File: config.mk
export PLATFORM = sky130hd
export DESIGN_NAME = pipelined_barrel_shifter
export DESIGN_NICKNAME = d
export VERILOG_FILES = /design/src/rtl/pipelined_barrel_shifter.sv
export SDC_FILE = /design/constraint.sdc
export NUM_CORES = 1
export LEC_CHECK = 0
export CORE_AREA = 2 2 140 142
export DETAILED_ROUTE_END_ITERATION = 10
export DIE_AREA = 0 0 142 144
export GPL_ROUTABILITY_DRIVEN = 1
export PLACE_DENSITY = 0.79
export SLEW_MARGIN = 30
export SYNTH_ARGS = -nofsm -noshare
export SYNTH_HDL_FRONTEND = slang
export SYNTH_SLANG_ARGS = --single-unit
File: constraint.sdc
create_clock -name clk -period 1.85 [get_ports clk]
set_input_delay 0.37 -clock clk [delete_from_list [all_inputs] [get_ports clk]]
set_output_delay 0.37 -clock clk [all_outputs]
set_load 0.005 [all_outputs]
File: src/rtl/pipelined_barrel_shifter.sv
// Pipelined barrel shifter/rotator: one register stage per shift level, global stall.
// Optional registered zero flag on the result when SHIFTER_ZERO_FLAG_EN is defined.
module pipelined_barrel_shifter #(
  parameter int unsigned WIDTH = 32,
  parameter int unsigned TAG_W = 4
) (
  input  logic                     clk,
  input  logic                     reset,
  input  logic                     in_valid,
  output logic                     in_ready,
  input  logic [WIDTH-1:0]         in_data,
  input  logic [$clog2(WIDTH)-1:0] in_amt,
  input  logic [2:0]               in_op,
  input  logic [TAG_W-1:0]         in_tag,
  output logic                     out_valid,
  input  logic                     out_ready,
  output logic [WIDTH-1:0]         out_data,
  output logic [TAG_W-1:0]         out_tag,
  output logic                     out_illegal
`ifdef SHIFTER_ZERO_FLAG_EN
  ,
  output logic                     out_zero
`endif
);

  localparam int unsigned L = $clog2(WIDTH);

  localparam logic [2:0] OpSll = 3'b000;
  localparam logic [2:0] OpSrl = 3'b001;
  localparam logic [2:0] OpSra = 3'b011;
  localparam logic [2:0] OpRol = 3'b100;
  localparam logic [2:0] OpRor = 3'b101;

  // Stage registers; index k holds the operation after level k has been applied.
  logic [L-1:0]                  r_valid;
  logic [L-1:0]                  r_ill;
  logic [L-1:0]                  r_sign;
  logic [L-1:0][WIDTH-1:0]       r_data;
  logic [L-1:0][L-1:0]           r_amt;
  logic [L-1:0][2:0]             r_op;
  logic [L-1:0][TAG_W-1:0]       r_tag;

  // Inputs to each level: the port bundle for level 0, the prior register otherwise.
  logic [L-1:0]                  w_src_valid;
  logic [L-1:0]                  w_src_ill;
  logic [L-1:0]                  w_src_sign;
  logic [L-1:0][WIDTH-1:0]       w_src_data;
  logic [L-1:0][L-1:0]           w_src_amt;
  logic [L-1:0][2:0]             w_src_op;
  logic [L-1:0][TAG_W-1:0]       w_src_tag;
  logic [L-1:0][WIDTH-1:0]       w_res_data;

  logic w_advance;
  logic w_in_illegal;

  assign w_advance    = !r_valid[L-1] || out_ready;
  assign w_in_illegal = !(in_op inside {OpSll, OpSrl, OpSra, OpRol, OpRor});

  always_comb begin
    w_src_valid[0] = in_valid;
    w_src_ill[0]   = w_in_illegal;
    w_src_sign[0]  = in_data[WIDTH-1];
    w_src_data[0]  = in_data;
    w_src_amt[0]   = in_amt;
    w_src_op[0]    = in_op;
    w_src_tag[0]   = in_tag;
    for (int unsigned k = 1; k < L; k++) begin
      w_src_valid[k] = r_valid[k-1];
      w_src_ill[k]   = r_ill[k-1];
      w_src_sign[k]  = r_sign[k-1];
      w_src_data[k]  = r_data[k-1];
      w_src_amt[k]   = r_amt[k-1];
      w_src_op[k]    = r_op[k-1];
      w_src_tag[k]   = r_tag[k-1];
    end
  end

  for (genvar k = 0; k < L; k++) begin : g_level
    localparam int unsigned Sh = 2 ** k;
    logic [WIDTH-1:0] w_res;

    always_comb begin
      w_res = w_src_data[k];
      if (w_src_amt[k][k] && !w_src_ill[k]) begin
        case (w_src_op[k])
          OpSll:   w_res = w_src_data[k] << Sh;
          OpSrl:   w_res = w_src_data[k] >> Sh;
          // Fill with the original operand's sign, not this level's MSB.
          OpSra:   w_res = {{Sh{w_src_sign[k]}}, w_src_data[k][WIDTH-1:Sh]};
          OpRol:   w_res = {w_src_data[k][WIDTH-1-Sh:0], w_src_data[k][WIDTH-1:WIDTH-Sh]};
          OpRor:   w_res = {w_src_data[k][Sh-1:0], w_src_data[k][WIDTH-1:Sh]};
          default: w_res = w_src_data[k];
        endcase
      end
    end

    assign w_res_data[k] = w_res;
  end

  always_ff @(posedge clk) begin
    if (reset) begin
      r_valid <= '0;
      r_ill   <= '0;
      r_sign  <= '0;
      r_data  <= '0;
      r_amt   <= '0;
      r_op    <= '0;
      r_tag   <= '0;
    end else if (w_advance) begin
      r_valid <= w_src_valid;
      r_ill   <= w_src_ill;
      r_sign  <= w_src_sign;
      r_data  <= w_res_data;
      r_amt   <= w_src_amt;
      r_op    <= w_src_op;
      r_tag   <= w_src_tag;
    end
  end

  assign in_ready    = w_advance;
  assign out_valid   = r_valid[L-1];
  assign out_data    = r_data[L-1];
  assign out_tag     = r_tag[L-1];
  assign out_illegal = r_ill[L-1];

  // Final-stage control fields are not consumed downstream.
  logic w_unused_bits;
  assign w_unused_bits = ^{r_amt[L-1], r_op[L-1], r_sign[L-1]};

`ifdef SHIFTER_ZERO_FLAG_EN
  logic r_zero;

  always_ff @(posedge clk) begin
    if (reset) begin
      r_zero <= 1'b0;
    end else if (w_advance) begin
      r_zero <= (w_res_data[L-1] == '0);
    end
  end

  assign out_zero = r_zero;
`endif

endmodule
==> qor.yml <==
drtIter0Drc: 1189
rsz0062_at_grt: "no"
ys_ff_latch: 216
nNetsFinal: 1375
syn_inst: 1321
start_util_pct: 57.44
port-buffer-count: 86
cts.sinks: 216
p_leak_nw: 4.534
whs_path_depth: 3
vias: 10478
setup_violations: 0
ys_types: 53
final_common_cell: "dfxtp_1"
synthesis.nets: 1369
clk_latency_ps: 520
maxSlewViolCount: 0
die_x_um: 142
gp_routability_congestion: 0.9264
clock_path_buffers: 3
synth_edf_count: 0
post_synth.cell_area_avg_um2: 8.296
drtAntennaViolNets: 0
antenna_cells: 0
irDropWorstVdd_mv: 0.6401
row_count: 51
worst-path-max-fanout: 9
maxCapViolations: 0
grt_max_degree: 85
overflow: 0
hold_path_end: "r_op[3]$_SDFFE_PP0P_"
chipHeight_um: 144
antenna_found_initial: 0
holdCritPathClass: "in2reg"
synth-seq-area-share_pct: 39.46
start_kind: "flip-flop"
cp.arrival_ps: 1430
relSlewSlack_pct: 62.28
r2r-start: "r_valid[4]$_SDFFE_PP0P_"
hpwl_um: 20570
power_density_nw_per_um2: 870.8
tightest_slew_ps: 565.9
reg2regPathDepth: 8
pin_count: 87
synth_top_flop_cell: "dfxtp_1"
drt-total-wl_um: 30300
hold_slack_ps: 277.7
p_total_mw: 11.18
worstSetupPathType: "reg2out"
finalClockSkew_ps: 10.49
timing.rr.end: "r_data[64]$_SDFFE_PP0P_"
synth-warning-count: 0
wl_per_cell_um: 19.16
htree_levels: 1
area_growth_pct: 17.14
layout-drive-gt1-share_pct: 10.49
status: "finished clean"
numCtsBuffers: 24
tritoncts: "done"
syn_area_um2: 10960
core_um2: 19080
endpoint_kind: "output pin"
async_flop_share_pct: 0
fin_crit_ps: 1800
die_area_um2: 20450
grt_pass1_vias: 9266
clock.fmax_mhz: 555.5
hold_start: "reset"
mostFrequentLayoutCells: "dfxtp_1 (216), nand2_1 (168), a21oi_1 (84), clkdlybuf4s50_1 (84), o21ai_0 (73)"
firstDrtPassIters: 6
drcViolationCount: 0
grt_pass1_wl_um: 49090
hold_viol_final: 0
track_usage_pct: 28.99
clockRootBuffer: "clkbuf_16"
finalCritPeriodShare_pct: 97.31
vias_per_cell: 6.623
clk_pin_slew_ps: 60
required_ps: 1480
ff2ff_setup_slack_ps: 160
-- power breakdown --
part	internal, mW	leakage (nW)	total [mW]	switching (mW)
Sequential	4.86	1.76	5.09	0.229
Clock	3.00	0.416	4.93	1.93
Combinational	0.541	2.35	1.16	0.615
-- layout make-up --
type | instances | area, um2
timing repair buffer | 168 | 1735
clock buffer | 30 | 674.4
fill | 1590 | 6242
multi-input combinational | 904 | 5603
tap | 238 | 297.8
clock inverter | 13 | 146.4
inverter | 13 | 56.30
sequential | 216 | 4324
-- what timing repair did --
action	CTS	global route
setup buffers	1	1
resized for setup	1	0
endpoints found under the setup margin	1	1
hold buffers	0	0
-- layer usage --
metal | vias to the layer above | share of wire [%] | global-route usage, %
met1 | 4883 | 44 | 39.58
li1 | 5011 | - | -
met5 | - | 0 | 0
met3 | 95 | 6.8 | 3.841
met2 | 489 | 46 | 46.86
met4 | 0 | 3.8 | 11.26
-- logic make-up (layout without fill, tap and decap cells) --
family	after synthesis	after routing	synth area share [%]
AOI/OAI and AO/OA	494	494	31.91
muxes	1	1	0.09134
DFF	216	216	39.46
buffers and inverters	201	224	9.533
and+or+nand+nor	409	409	19.01
-- sequential cells by signal, indices dropped and copies added, names as in the netlist --
register,count
r_sign,4
r_valid,5
r_data,128
out_data,32
r_amt,10
r_ill,5
out_tag,4
r_op,12
r_tag,16
-- per-stage QoR --
step	worst slack [ps]	TNS (ps)	util (%)	std cells	instance area (um2)
after floorplan	309.0	0	-	1321	10960
after detailed placement	-202.2	-15530	62.91	1537	12000
after global routing	2.305	0	67.28	1582	12840
final	49.68	0	67.28	1582	12840
after CTS	28.28	0	67.24	1581	12830
after global placement	-140.4	-10130	62.91	1537	12000
-- cells in the mapped netlist, types with 26 or more instances --
library cell / number / area, um2
nand2_1: 169 / 634.4
buf_4: 44 / 330.3
a311o_1: 27 / 270.3
a21oi_1: 84 / 420.4
nor3_1: 68 / 340.3
dfxtp_1: 216 / 4324
buf_2: 56 / 280.3
nor2b_1: 26 / 162.7
o31ai_1: 27 / 202.7
a31oi_1: 34 / 212.7
nand2b_1: 28 / 175.2
a22oi_1: 53 / 397.9
and3_1: 36 / 225.2
a32oi_1: 45 / 394.1
o21ai_0: 73 / 365.4
clkbuf_1: 70 / 262.8
-- how the worst max path moves through the flow --
stage | start | end | depth (start not counted) | slack [ps]
floorplan | in_op[0] | r_data[23]$_SDFFE_PP0P_ | 7 | 310
finish | r_valid[4]$_SDFFE_PP0P_ | in_ready | 3 | 50
global route | r_valid[4]$_SDFFE_PP0P_ | in_ready | 3 | 2
detailed placement | in_op[0] | r_data[22]$_SDFFE_PP0P_ | 6 | -200
CTS | r_valid[4]$_SDFFE_PP0P_ | in_ready | 3 | 30
global placement | in_op[0] | r_data[20]$_SDFFE_PP0P_ | 6 | -140
-- worst max-delay path, stage by stage (launching register included) --
cell and delay (ps):
dfxtp_1 330, nor2b_4 200, inv_6 100, dlygate4sd2_1 280
Power figures use the tool's default switching activity.
